**config.mk**
```make
export PLATFORM = sky130hd
export DESIGN_NAME = rpn_sequencer_flat
export DESIGN_NICKNAME = d
export VERILOG_FILES = /design/src/rtl/rpn_sequencer_pkg.sv /design/src/rtl/rpn_sequencer_if.sv /design/src/rtl/rpn_sequencer_prog_mem.sv /design/src/rtl/rpn_sequencer.sv /design/src/flat_wrapper.sv
export SDC_FILE = /design/constraint.sdc
export NUM_CORES = 1
export LEC_CHECK = 0
export ABC_AREA = 1
export BUFFER_PORTS_ARGS = -buffer_cell sky130_fd_sc_hd__buf_4
export CORE_MARGIN = 2
export CORE_UTILIZATION = 30
export CTS_CLUSTER_SIZE = 25
export DETAILED_ROUTE_END_ITERATION = 16
export PLACE_DENSITY = 0.42
export RECOVER_POWER = 50
export SETUP_SLACK_MARGIN = 0.5
export SLEW_MARGIN = 20
export SYNTH_ARGS = -nofsm -noshare
export SYNTH_HDL_FRONTEND = slang
export SYNTH_SLANG_ARGS = --single-unit
```
**constraint.sdc**
```tcl
create_clock -name clk -period 7 [get_ports clk]
set_clock_uncertainty 0.05 [all_clocks]
set_input_delay 1.4 -clock clk [delete_from_list [all_inputs] [get_ports clk]]
set_output_delay 1.4 -clock clk [all_outputs]
set_load 0.01 [all_outputs]
```
**src/rtl/rpn_sequencer_pkg.sv**
```systemverilog
// ============================================================================
// Module      : rpn_pkg
// Description : Shared types and constants for the RPN calculator sequencer.
// Revision    : 1.0
// ============================================================================
`timescale 1ns/1ps
`default_nettype none

package rpn_pkg;

    localparam int INSTR_W = 18;
    localparam logic [9:0] STACK_MAX = 10'd1023;

    localparam logic [1:0] OP_NONE = 2'b00;
    localparam logic [1:0] OP_NEG  = 2'b01;
    localparam logic [1:0] OP_ADD  = 2'b10;
    localparam logic [1:0] OP_MUL  = 2'b11;

    localparam logic [1:0] K_PUSH = 2'b00;
    localparam logic [1:0] K_OP   = 2'b01;
    localparam logic [1:0] K_HALT = 2'b10;

    localparam logic [1:0] ERR_OK    = 2'b00;
    localparam logic [1:0] ERR_UNDER = 2'b01;
    localparam logic [1:0] ERR_OVER  = 2'b10;
    localparam logic [1:0] ERR_BAD   = 2'b11;

    typedef enum logic [2:0] {
        S_IDLE   = 3'd0,
        S_CLEAR  = 3'd1,
        S_FETCH  = 3'd2,
        S_SETUP  = 3'd3,
        S_STROBE = 3'd4,
        S_HOLD   = 3'd5,
        S_DONE   = 3'd6
    } state_t;

endpackage

`default_nettype wire

```
**src/rtl/rpn_sequencer_if.sv**
```systemverilog
// ============================================================================
// Module      : rpn_sequencer_if
// Description : Command/status bundle between the sequencer and the calculator.
// Revision    : 1.0
// ============================================================================
`timescale 1ns/1ps
`default_nettype none

interface rpn_sequencer_if;
    logic               calc_nrst;
    logic               calc_step;
    logic               calc_push;
    logic signed [15:0] calc_d;
    logic [1:0]         calc_op;
    logic signed [15:0] calc_out;
    logic [9:0]         calc_cnt;

    modport master (
        output calc_nrst, calc_step, calc_push, calc_d, calc_op,
        input  calc_out, calc_cnt
    );

    modport slave (
        input  calc_nrst, calc_step, calc_push, calc_d, calc_op,
        output calc_out, calc_cnt
    );
endinterface

`default_nettype wire

```
**src/rtl/rpn_sequencer_prog_mem.sv**
```systemverilog
// ============================================================================
// Module      : rpn_prog_mem
// Description : Instruction store, one write port, synchronous read, no reset.
// Revision    : 1.0
// ============================================================================
`timescale 1ns/1ps
`default_nettype none

module rpn_prog_mem
    import rpn_pkg::*;
#(
    parameter int PROG_DEPTH = 64,
    parameter int PC_W       = $clog2(PROG_DEPTH)
) (
    input  wire logic               clk,
    input  wire logic               we,
    input  wire logic [PC_W-1:0]    waddr,
    input  wire logic [INSTR_W-1:0] wdata,
    input  wire logic [PC_W-1:0]    raddr,
    output logic      [INSTR_W-1:0] rdata
);

    logic [INSTR_W-1:0] r_mem [PROG_DEPTH];

    always_ff @(posedge clk) begin
        if (we) begin
            r_mem[waddr] <= wdata;
        end
        rdata <= r_mem[raddr];
    end

endmodule

`default_nettype wire

```
**src/rtl/rpn_sequencer.sv**
```systemverilog
// ============================================================================
// Module      : rpn_sequencer
// Description : Replays a stored program into the RPN calculator as push/op steps.
// Revision    : 1.0
// ============================================================================
`timescale 1ns/1ps
`default_nettype none

module rpn_sequencer
    import rpn_pkg::*;
#(
    parameter int PROG_DEPTH = 64,
    parameter int PC_W       = $clog2(PROG_DEPTH)
) (
    input  wire logic               clk,
    input  wire logic               nrst,
    input  wire logic               prog_we,
    input  wire logic [PC_W-1:0]    prog_addr,
    input  wire logic [INSTR_W-1:0] prog_data,
    input  wire logic               start,
    output logic                    busy,
    output logic                    done,
    output logic [1:0]              err,
    output logic signed [15:0]      result,
    rpn_sequencer_if.master         calc
);

    state_t             r_state;
    state_t             w_next;
    logic [PC_W-1:0]    r_pc;
    logic [1:0]         r_err;
    logic signed [15:0] r_result;
    logic               r_step;

    logic               w_err_load;
    logic [1:0]         w_err_code;
    logic               w_res_load;
    logic               w_launch;
    logic               w_drive;

    logic [INSTR_W-1:0] w_word;
    logic [1:0]         w_kind;
    logic [1:0]         w_op;
    logic [9:0]         w_need;

    rpn_prog_mem #(
        .PROG_DEPTH (PROG_DEPTH),
        .PC_W       (PC_W)
    ) u_mem (
        .clk   (clk),
        .we    (prog_we && (r_state == S_IDLE)),
        .waddr (prog_addr),
        .wdata (prog_data),
        .raddr (r_pc),
        .rdata (w_word)
    );

    assign w_kind   = w_word[17:16];
    assign w_op     = w_word[1:0];
    assign w_need   = ((w_op == OP_ADD) || (w_op == OP_MUL)) ? 10'd2 : 10'd1;
    assign w_launch = (r_state == S_IDLE) && start;

    always_comb begin
        w_next     = r_state;
        w_err_load = 1'b0;
        w_err_code = ERR_OK;
        w_res_load = 1'b0;
        case (r_state)
            S_IDLE:   if (start) w_next = S_CLEAR;
            S_CLEAR:  w_next = S_FETCH;
            S_FETCH:  w_next = S_SETUP;
            S_SETUP: begin
                case (w_kind)
                    K_PUSH: begin
                        if (calc.calc_cnt == STACK_MAX) begin
                            w_err_load = 1'b1;
                            w_err_code = ERR_OVER;
                            w_next     = S_DONE;
                        end else begin
                            w_next = S_STROBE;
                        end
                    end
                    K_OP: begin
                        if (calc.calc_cnt < w_need) begin
                            w_err_load = 1'b1;
                            w_err_code = ERR_UNDER;
                            w_next     = S_DONE;
                        end else begin
                            w_next = S_STROBE;
                        end
                    end
                    K_HALT: begin
                        w_res_load = 1'b1;
                        w_next     = S_DONE;
                    end
                    default: begin
                        w_err_load = 1'b1;
                        w_err_code = ERR_BAD;
                        w_next     = S_DONE;
                    end
                endcase
            end
            S_STROBE: w_next = S_HOLD;
            S_HOLD: begin
                // Walking off the end of memory means the program never halted
                if (r_pc == PC_W'(PROG_DEPTH - 1)) begin
                    w_err_load = 1'b1;
                    w_err_code = ERR_BAD;
                    w_next     = S_DONE;
                end else begin
                    w_next = S_FETCH;
                end
            end
            S_DONE:   w_next = S_IDLE;
            default:  w_next = S_IDLE;
        endcase
    end

    always_ff @(posedge clk or negedge nrst) begin
        if (!nrst) begin
            r_state  <= S_IDLE;
            r_pc     <= '0;
            r_err    <= ERR_OK;
            r_result <= '0;
            r_step   <= 1'b0;
        end else begin
            r_state <= w_next;
            r_step  <= (w_next == S_STROBE);
            if (w_launch) begin
                r_pc <= '0;
            end else if (r_state == S_HOLD) begin
                r_pc <= r_pc + 1'b1;
            end
            if (w_launch) begin
                r_err <= ERR_OK;
            end else if (w_err_load) begin
                r_err <= w_err_code;
            end
            if (w_launch) begin
                r_result <= '0;
            end else if (w_res_load) begin
                r_result <= calc.calc_out;
            end
        end
    end

    // Read data stays stable from SETUP through HOLD because pc only moves at the end of HOLD
    assign w_drive = ((r_state == S_SETUP) && (w_next == S_STROBE)) ||
                     (r_state == S_STROBE) || (r_state == S_HOLD);

    assign calc.calc_nrst = nrst && (r_state != S_CLEAR);
    assign calc.calc_step = r_step;
    assign calc.calc_push = w_drive && (w_kind == K_PUSH);
    assign calc.calc_d    = (w_drive && (w_kind == K_PUSH)) ? $signed(w_word[15:0]) : 16'sd0;
    assign calc.calc_op   = (w_drive && (w_kind == K_OP)) ? w_op : OP_NONE;

    assign busy   = (r_state != S_IDLE);
    assign done   = (r_state == S_DONE);
    assign err    = r_err;
    assign result = r_result;

endmodule

`default_nettype wire

```
**src/flat_wrapper.sv**
```systemverilog
// flat-port wrapper written by rule: the top's interface ports become plain ports
module rpn_sequencer_flat import rpn_pkg::*;
#(
    parameter int PROG_DEPTH = 64,
    parameter int PC_W       = $clog2(PROG_DEPTH)
)
  (clk, nrst, prog_we, prog_addr, prog_data, start, busy, done, err, result, calc_calc_nrst, calc_calc_step, calc_calc_push, calc_calc_d, calc_calc_op, calc_calc_out, calc_calc_cnt);
  rpn_sequencer_if calc_i ();
  input  wire logic clk;
  input  wire logic nrst;
  input  wire logic prog_we;
  input  wire logic [PC_W-1:0] prog_addr;
  input  wire logic [INSTR_W-1:0] prog_data;
  input  wire logic start;
  output logic busy;
  output logic done;
  output logic [1:0] err;
  output logic signed [15:0] result;
  output wire logic [$bits(calc_i.calc_nrst)-1:0] calc_calc_nrst;
  output wire logic [$bits(calc_i.calc_step)-1:0] calc_calc_step;
  output wire logic [$bits(calc_i.calc_push)-1:0] calc_calc_push;
  output wire logic [$bits(calc_i.calc_d)-1:0] calc_calc_d;
  output wire logic [$bits(calc_i.calc_op)-1:0] calc_calc_op;
  input wire logic [$bits(calc_i.calc_out)-1:0] calc_calc_out;
  input wire logic [$bits(calc_i.calc_cnt)-1:0] calc_calc_cnt;
  assign calc_calc_nrst = calc_i.calc_nrst;
  assign calc_calc_step = calc_i.calc_step;
  assign calc_calc_push = calc_i.calc_push;
  assign calc_calc_d = calc_i.calc_d;
  assign calc_calc_op = calc_i.calc_op;
  assign calc_i.calc_out = calc_calc_out;
  assign calc_i.calc_cnt = calc_calc_cnt;
  rpn_sequencer #(.PROG_DEPTH(PROG_DEPTH), .PC_W(PC_W)) u_core (.clk(clk), .nrst(nrst), .prog_we(prog_we), .prog_addr(prog_addr), .prog_data(prog_data), .start(start), .busy(busy), .done(done), .err(err), .result(result), .calc(calc_i));
endmodule
```
**Word-level counts from Yosys, hierarchy flattened**

Memory sizes are Yosys's and may differ from the RTL's. A register that Yosys moved wholly into a read port is not among the register bits.
Cells that the tools add are included.

- RAM bits: 1,152
- Word-level logic and storage cells: 66
- Memories kept: 1
- Output and inout bits: 41
- Register bits after elaboration: 28

- Reduce and logical (&&, ||, !) cells: 15
- $lt $le $gt $ge: 1
- Add/subtract/negate cells: 1
- Muxes and demuxes: 29
- Equal/unequal tests: 14

Memories:

| memory | words | bits a word | read ports | clocked after Yosys merged registers in | write ports | RTL line | RTL |
|---|---|---|---|---|---|---|---|
| u_core.u_mem.r_mem | 64 | 18 | 1 | 1 | 1 | rpn_sequencer_prog_mem.sv:23 | `logic [INSTR_W-1:0] r_mem [PROG_DEPTH];` |

Operator list:

| cell | count |
|---|---|
| $mux W16 | 3 |
| $pmux W3 S6 | 1 |
| $mux W2 | 8 |
| $eq A3 B3 Y1 const B | 4 |
| $mux W6 | 2 |
| $eq A10 B10 Y1 const B | 1 |
| $lt A10 B10 Y1 | 1 |
| $mux W1 | 8 |
| $add A6 B1 Y6 const B | 1 |
| $eq A2 B2 Y1 const B | 3 |
| $eq A3 B2 Y1 const B | 2 |
| $eq A6 B6 Y1 const B | 1 |
| $logic_and A1 B1 Y1 | 6 |
| $mux W3 | 2 |
| $pmux W2 S3 | 1 |
| $pmux W3 S2 | 1 |
| $reduce_bool A2 Y1 | 3 |
| $pmux W2 S2 | 1 |
| $eq A3 B1 Y1 const B | 1 |
| $logic_not A3 Y1 | 1 |
| $logic_or A1 B1 Y1 | 3 |
| $ne A3 B1 Y1 const B | 1 |
| $pmux W1 S3 | 1 |
| $reduce_bool A3 Y1 | 1 |
| other kinds (3) | 3 |

**Logic depth before layout (Yosys ltp)**

Gate-level depths: netlist (run 1).

- Depth after elaboration: 13
- Mapped depth: 13
- Mapped depth without buffers: 12

**Hierarchy**

Synthesis (run 1) repeated with hierarchy kept, for this count alone.

- Cells, all modules: 4,163
- Area, all modules: 49,017.0 um^2

By module, submodules not included:

| module | sequential area each (um^2) | area an instance (um^2) | times used | cells each |
|---|---|---|---|---|
| rpn_prog_mem | 34,953.5 | 47,425.5 | 1 | 3,942 |
| rpn_sequencer | 700.7 | 1,591.5 | 1 | 221 |

**Worst setup path before layout (run 1)**

Ideal clock, no wire load.

- Path type: input -> output
- From: in calc_calc_cnt[1]
- To: out calc_calc_d[10]
- Stages: 12
- Arrival: 2.544 ns
- Required time: 5.550 ns
- Path slack: 3.006 ns
- Cell sequence: ha_1 inv_1 nor2_1 nor2_1 nand2_1 nand3_1 nand2_1 nand3_2 nand2_2 nand2_4 buf_6 nor2_2

- Longest elaborated chain between the ends: 10
- Elaborated cells on any way between the ends: 12
- Those cells by class: 1 x order compare; 2 x eq/ne; 5 x mux; 4 x reduce/logical

RTL lines:

| item | RTL line | RTL |
|---|---|---|
| start, declared | flat_wrapper.sv:25 | `input wire logic [$bits(calc_i.calc_cnt)-1:0] calc_calc_cnt;` |
| $lt A10 B10 Y1 / $eq A10 B10 Y1 (equally long branches) | rpn_sequencer.sv:84, rpn_sequencer.sv:75 |  |
| $mux W2, on equally long branches | rpn_sequencer.sv:84, rpn_sequencer.sv:75 |  |
| $pmux W3 S2 (*) | rpn_sequencer.sv:73 | `case (w_kind)` |
| $pmux W3 S6 (*) | rpn_sequencer.sv:68 | `case (r_state)` |
| $eq A3 B3 Y1 (*) | rpn_sequencer.sv:148 | `assign w_drive = ((r_state == S_SETUP) && (w_next == S_STROBE)) \|\|` |
| $logic_and A1 B1 Y1 (*) | rpn_sequencer.sv:148 |  |
| $logic_or A1 B1 Y1 (*) | rpn_sequencer.sv:148 |  |
| $logic_or A1 B1 Y1 (*) | rpn_sequencer.sv:149 | `(r_state == S_STROBE) \|\| (r_state == S_HOLD);` |
| $logic_and A1 B1 Y1 (*) | rpn_sequencer.sv:154 | `assign calc.calc_d = (w_drive && (w_kind == K_PUSH)) ? $signed(w_word[15:0]) : 16'sd0;` |
| $mux W16 (*) | rpn_sequencer.sv:154 |  |
| end, declared | flat_wrapper.sv:22 | `output wire logic [$bits(calc_i.calc_d)-1:0] calc_calc_d;` |

Mark *: on every way between the ends. The rest lies on a longest branch, timed or not.

**Final worst setup path (run 1)**

- From: reg u_core.r_pc[0]
- To: out calc_calc_d[3]

- Longest elaborated chain between the ends: 9

RTL lines:

| item | RTL line | RTL |
|---|---|---|
| start, declared | rpn_sequencer.sv:30 | `logic [PC_W-1:0] r_pc;` |
| start signal, assigned | rpn_sequencer.sv:132 | `r_pc <= r_pc + 1'b1;` |
| $eq A6 B6 Y1 | rpn_sequencer.sv:106 | `if (r_pc == PC_W'(PROG_DEPTH - 1)) begin` |
| $mux W3 | rpn_sequencer.sv:106 |  |
| $pmux W3 S6 | rpn_sequencer.sv:68 |  |
| via u_core.w_next[2] | rpn_sequencer.sv:29 | `state_t w_next;` |
| $eq A3 B3 Y1 | rpn_sequencer.sv:148 |  |
| $logic_and A1 B1 Y1 | rpn_sequencer.sv:148 |  |
| $logic_or A1 B1 Y1 | rpn_sequencer.sv:148 |  |
| $logic_or A1 B1 Y1 | rpn_sequencer.sv:149 |  |
| $logic_and A1 B1 Y1 | rpn_sequencer.sv:154 |  |
| $mux W16 | rpn_sequencer.sv:154 |  |

The timed path passes the listed nets, and every way through them passes these cells.

==> impl_metrics.tcl, run 1 <==
set metrics [dict create \
    antenna_found_initial 7 \
    end_kind "primary output" \
    outcome "finished, violations left" \
    grt_start_max_net_pins 165 \
    ys_seq_area_frac 0.7349 \
    power_density_nw_per_um2 351.1 \
    maxSlewViolCount 1204 \
    drt_first_pass_iters 5 \
    final_antenna_net_count 0 \
    wl_per_cell_um 23.34 \
    setup.worst_path.start "u_core.r_pc[0]$_DFFE_PN0P_" \
    cts_hold_buf 0 \
    dieHeight_um 406.2 \
    ir_drop_mv 0.2498 \
    cts_buffer_depth 3 \
    wirelength_mm 151.6 \
    ys_seq_elements 1198 \
    critPathArrivalTime_ns 3.63 \
    port_buffers 94 \
    rsz0062_at_grt "no" \
    io_pins 95 \
    p_leak_nw 19.77 \
    cap_violations 21 \
    r2r_slack_ns 2.74 \
    drive_above_1_share 0.09433 \
    worst_path_max_delay_cell "dfrtp_1" \
    critPathRequiredTime_ns 5.55 \
    core-area_um2 160600 \
    min_path_type "reg -> reg" \
    slowest_delay_ns 1.38 \
    dp_hpwl_mm 80.85 \
    synth_area_per_cell_um2 11.61 \
    synthToLayoutAreaGrowth_pct 14.71 \
    synth_nets 4235 \
    fin_crit_sh 0.7264 \
    hold_viol_final 0 \
    r2r.worst_path.cells 11 \
    endpoint "calc_calc_d[3]" \
    post-route-util 0.3466 \
    insertion_delay_ns 0.76 \
    via_per_inst 4.810 \
    regArea_um2 35670 \
    grt_pass1_vias 30370 \
    drc 0 \
    path_clk_slew_ns 0.06 \
    cts_buffers 134 \
    multi_input_area_um2 11600 \
    critPathMaxFanout 29 \
    h-tree-depth 4 \
    fmax_mhz 196.7 \
    crit_path_start_kind "flip-flop" \
    fp.dieArea_um2 165000 \
    place_congestion 0.8105 \
    whs_path_depth 2 \
    worstMarginPinSlew_ns 4.185 \
    yosysWarnings 0 \
    slew_headroom -1.790 \
    r2r-start "u_core.r_pc[0]$_DFFE_PN0P_" \
    cts.sinks 1198 \
    critPathKind "reg -> out" \
    cts_resized 0 \
    min_from "u_core.result[12]$_DFFE_PN0P_" \
    diodes 0 \
    track_usage 0.1832 \
    syn_inst 4179 \
    setup_tns_ns 0 \
    start_util 0.3022 \
    via_count 31250 \
    path_cells "ha_1 -> nand3_1 -> nor2_1 -> nand2_1 -> nand3_1 -> nand2_1 -> inv_1 -> nand3_2 -> nand2_2 -> nand2_4 -> nor2_1 -> buf_4" \
    netlist_area_um2 48520 \
    fin_crit_ns 5.085 \
    violations "capacitance limit, slew limit" \
    fin_nets 4290 \
    grt_overflow 0 \
    nFillCells 15940 \
    cts_setup_buffers 0 \
    fp-row-count 147 \
    cts_tree "built" \
    yosysUniqueCellTypes 28 \
    fp.dieW_um 406.2 \
    grt_pass1_wl_mm 220.2 \
    drt_iter0_markers 2621 \
    whs_ns 0.4678 \
    reg2reg_to "u_core.u_mem.rdata[17]$_DFF_P_" \
    setup_violations 0 \
    total_power_mw 19.54 \
    root_buffer "clkbuf_16" \
]
area by class of cell:
type,count,share of cell area
Timing Repair Buffer,174,0.02432
Sequential cell,1198,0.6408
Clock buffer,179,0.06555
Inverter,67,0.004901
Tap cell,2160,0.04856
Multi-Input combinational cell,2659,0.2083
Clock inverter,59,0.007508
Yosys cell counts:
master	count	area share
clkbuf_1	50	0.0039
buf_4	19	0.0029
edfxtp_1	1152	0.71
dfxtp_1	18	0.0074
nand3_1	1010	0.10
inv_1	64	0.0050
buf_2	150	0.015
nor2_2	10	0.0013
nand3_2	2	0.00041
inv_2	3	0.00023
nor2_1	103	0.0080
nor3_2	1	0.00021
a21oi_1	3	0.00031
ha_1	2	0.00052
buf_1	34	0.0026
nand2_1	1491	0.12
o21a_1	1	0.00015
buf_6	2	0.00046
nor3_1	4	0.00041
o21ai_0	23	0.0024
nand2_2	3	0.00039
or2_2	1	0.00013
nor2_4	1	0.00023
dfrtp_1	28	0.014
a211oi_1	1	0.00015
nor4_1	1	0.00013
nand4_1	1	0.00013
nand2_4	1	0.00023
flip-flops by register name, summed over array words and instances (netlist names):
register and count:
u_core.calc.calc_step 1, u_core.err 2, u_core.r_pc 6, u_core.r_state 3
u_core.result 16, u_core.u_mem.r_mem 1152, u_core.u_mem.rdata 18
metal layers:
metal,track usage,part of all wire,routed length (µm),vias to the layer above
met3,0.02731,0.051,7742,175
met2,0.2886,0.46,69540,842
met4,0.04865,0.021,3141,6
met5,0,0.00024,36,-
met1,0.2631,0.47,71150,15530
li1,-,-,-,14700
report_power, final:
part	internal, mW	switching [mW]
combinational	1.25	3.45
sequential	8.02	0.146
clock	3.80	2.87
total	13.1	6.46
worst max-delay path, delay by kind of cell (launching register included):
| kind | cells | cell delay [ns] |
|---|---|---|
| buffers and inverters | 2 | 0.20 |
| AND/OR/NAND/NOR | 9 | 0.90 |
| flip-flops | 1 | 1.38 |
| adder cells (fa/ha/maj) | 1 | 0.39 |
worst min path at each step:
stage	slack [ns]	endpoint
floorplan	0.49	u_core.result[0]$_DFFE_PN0P_
global placement	0.45	u_core.result[12]$_DFFE_PN0P_
detailed placement	0.45	u_core.result[10]$_DFFE_PN0P_
CTS	0.47	u_core.result[10]$_DFFE_PN0P_
global route	0.48	u_core.result[10]$_DFFE_PN0P_
finish	0.47	u_core.result[12]$_DFFE_PN0P_
cells in the final DEF, fill, tap and decap left out, types with 18 or more instances in the layout:
| master | n |
|---|---|
| nor2_2 | 57 |
| clkbuf_16 | 139 |
| dfrtp_1 | 25 |
| buf_4 | 138 |
| clkbuf_1 | 62 |
| nand2_1 | 1491 |
| inv_1 | 62 |
| clkinv_1 | 28 |
| nor2_1 | 43 |
| nand3_1 | 1010 |
| o21ai_0 | 23 |
| dfxtp_1 | 18 |
| edfxtp_1 | 1152 |
per-stage QoR:
stage | instance area (µm²) | std cells | worst slack (ns)
after global placement | 51630 | 6258 | 2.659
final | 55660 | 6496 | 1.915
after CTS | 55730 | 6496 | 2.525
after detailed placement | 51660 | 6258 | 2.662
after global routing | 55660 | 6496 | 1.604
after floorplan | 48520 | 4179 | 3.006
cell families after synthesis:
family / synth area share
and+or+nand+nor: 0.2311
DFF: 0.7349
buffers and inverters: 0.03056
AOI/OAI and AO/OA: 0.002991
adders and majority gates: 0.0005157
Note: power is estimated with default switching activity, not from simulation.
==> run 2, diff against run 1 <==
--- a/config.mk
+++ b/config.mk
@@ -5,7 +5,7 @@
 export SDC_FILE = /design/constraint.sdc
 export NUM_CORES = 1
 export LEC_CHECK = 0
-export ABC_AREA = 1
+export ABC_AREA = 0
 export BUFFER_PORTS_ARGS = -buffer_cell sky130_fd_sc_hd__buf_4
 export CORE_MARGIN = 2
 export CORE_UTILIZATION = 30
==> constraint.sdc (replaced) <==
create_clock -name clk -period 5.2 [get_ports clk]
set_clock_uncertainty 0.05 [all_clocks]
set_input_delay 1.04 -clock clk [delete_from_list [all_inputs] [get_ports clk]]
set_output_delay 1.04 -clock clk [all_outputs]
set_load 0.01 [all_outputs]
==> impl_metrics.tcl, run 2 <==
set metrics [dict create \
    outcome "finished, violations left" \
    violations "capacitance limit, slew limit" \
    critPathMaxFanout 44 \
    yosysUniqueCellTypes 52 \
    synth-edff-count 1152 \
    yosys-top-cells-count "edfxtp_1, mux4_2, nor2_1, mux2i_1" \
    path_clk_slew_ns 0.06 \
    layout_commonest_cell "edfxtp_1" \
    drt_iter0_markers 1742 \
    start_util 0.3024 \
    yosys.area.top_type "edfxtp_1" \
    path_cells "clkbuf_2 -> buf_4 -> mux4_2 -> and2_1 -> o31ai_1 -> o2bb2ai_1" \
    ys_seq_elements 1198 \
    cts.sinks 1198 \
    cts_buffers 138 \
    setup_tns_ns 0 \
    power_density_nw_per_um2 448.0 \
    worst_path_max_delay_cell "clkbuf_2" \
    fp.dieArea_um2 156500 \
    largest_reg_flops 1152 \
    nFillCells 14170 \
    synthToLayoutAreaGrowth_pct 17.26 \
    via_count 21790 \
    wirelength_mm 123.7 \
    grt_pass1_vias 22690 \
    cts_setup_buffers 0 \
    maxSlewViolCount 1246 \
    worst-path-stages 6 \
    min_to "u_core.result[7]$_DFFE_PN0P_" \
    grt_overflow 0 \
    r2r-start "u_core.r_pc[0]$_DFFE_PN0P_" \
    final_cell_mix "edfxtp_1, mux4_2, buf_4" \
    min_from "calc_calc_out[7]" \
    critPathKind "reg -> reg" \
    rsz0062_at_grt "no" \
    reg2reg_to "u_core.u_mem.rdata[2]$_DFF_P_" \
    port_buffers 94 \
    total_power_mw 24.16 \
    synth_top_area_frac 0.7521 \
    r2r_slack_ns 1.05 \
    cp_num_buf_inv 2 \
    antenna_found_initial 7 \
    critPathRequiredTime_ns 5.75 \
    dp_hpwl_mm 73.32 \
    slowest_delay_ns 1.41 \
    grt_start_max_net_pins 67 \
    crit_family "buffers and inverters" \
    yosys.cell_count.top_type "edfxtp_1" \
    cts_tree "built" \
    yosysWarnings 0 \
    drc 0 \
    hold_viol_final 0 \
    ys_top_cells_by_area "edfxtp_1, mux4_2, dfrtp_1, mux2i_1, dfxtp_1" \
    ir_drop_mv 0.2451 \
    fin_crit_sh 0.7986 \
    setup_violations 0 \
    cap_violations 20 \
    h-tree-depth 4 \
    whs_ns 0.4529 \
    ys_seq_area_frac 0.7752 \
    synth_area_per_cell_um2 21.70 \
    regMostFlops "u_core.u_mem.r_mem" \
    min_path_type "in -> reg" \
    cts_buffer_depth 3 \
    p_leak_nw 16.19 \
    crit_path_start_kind "flip-flop" \
    whs_path_depth 3 \
    grt_pass1_wl_mm 174.9 \
    cts_hold_buf 0 \
    root_buffer "clkbuf_16" \
    syn_inst 2120 \
    place_congestion 0.8295 \
    fin_crit_ns 4.153 \
    fp-row-count 143 \
    r2r.worst_path.cells 6 \
    drt_first_pass_iters 5 \
    netlist_area_um2 45990 \
    core-area_um2 152100 \
    drive_above_1_share 0.2968 \
    worstMarginPinSlew_ns 3.726 \
    synth_nets 2176 \
    slew_headroom -1.484 \
    dieHeight_um 395.6 \
    critPathArrivalTime_ns 4.71 \
    via_per_inst 4.880 \
    insertion_delay_ns 0.76 \
    track_usage 0.1583 \
    cts_resized 0 \
    fp.dieW_um 395.6 \
    fmax_mhz 240.8 \
    ys_async_sr_fraction 0.02337 \
    io_pins 95 \
    synthFlopType "edfxtp_1" \
    fin_nets 2377 \
    end_kind "flip-flop" \
    final_antenna_net_count 0 \
    wl_per_cell_um 27.69 \
]
==> run 2: changes by cell type in the layout (fill, tap and decap cells not counted), moves of 16 or more <==
cell / previous run / this run
nand3_1: 1010 / 15
mux4_2: 0 / 274
o221ai_1: 0 / 18
a21oi_1: 3 / 24
inv_1: 62 / 6
and2_1: 0 / 17
nand2_1: 1491 / 53
o22ai_1: 0 / 51
nor3b_1: 0 / 16
mux2i_1: 0 / 64
nor2_1: 43 / 21
mux2_2: 0 / 28
==> run 2: how the worst max path moves through the flow <==
stage / from / end / slack [ns]
2_1_floorplan: calc_calc_cnt[4] / calc_calc_d[10] / 1.72
3_3_place_gp: calc_calc_cnt[1] / calc_calc_d[13] / 1.30
3_5_place_dp: calc_calc_cnt[1] / calc_calc_push / 1.31
4_1_cts: u_core.u_mem.rdata[1]$_DFF_P_ / calc_calc_d[14] / 1.07
5_1_grt: u_core.r_pc[0]$_DFFE_PN0P_ / u_core.u_mem.rdata[4]$_DFF_P_ / 0.71
6_report: u_core.r_pc[0]$_DFFE_PN0P_ / u_core.u_mem.rdata[2]$_DFF_P_ / 1.05
==> run 2: worst reg2reg max path: cells and delay by family, from the launching register on <==
kind	cells	cell delay, ns
flops	1	0.59
compound gates	2	0.80
buf+inv	2	1.89
mux	1	0.52
simple gates	1	0.16
==> run 2: cells by family after synthesis <==
family,Yosys count,share of synthesized area
fa+ha+maj,2,0.0005440
xor+xnor,3,0.0005714
simple gates,232,0.02516
mux,366,0.1550
flops,1198,0.7752
compound gates,192,0.02938
buf+inv,127,0.01420
==> run 2: final cells by class <==
class	instances	area (µm²)	share of cell area
Antenna cell	3	7.507	0.0001392
Clock buffer	180	3745	0.06944
Clock inverter	72	689.4	0.01278
Inverter	6	22.52	0.0004176
Multi-Input combinational cell	795	9902	0.1836
Sequential cell	1198	35670	0.6614
Tap cell	2030	2540	0.04710
Timing Repair Buffer	182	1355	0.02513
==> run 2: routing by layer <==
layer,part of all wire,up-vias,GRT usage
li1,-,9353,-
met1,0.42,11740,0.2084
met2,0.50,544,0.2652
met3,0.057,150,0.03522
met4,0.018,6,0.03938
met5,0.00028,-,0
==> run 2: where the power goes <==
group	total, mW	internal [mW]	switching, mW
registers	11.0	10.8	0.226
clock network	9.48	5.56	3.92
logic	3.69	1.67	2.02
total	24.2	18.0	6.17
==> run 2: per-stage QoR <==
step	instance area (µm²)	util	cells	setup WS, ns
2_1_floorplan	45990	-	2120	1.724
3_3_place_gp	49550	0.3258	4211	1.301
3_5_place_dp	49550	0.3258	4211	1.309
4_1_cts	53990	0.3550	4463	1.068
5_1_grt	53920	0.3546	4463	0.7090
6_report	53930	0.3546	4466	1.047
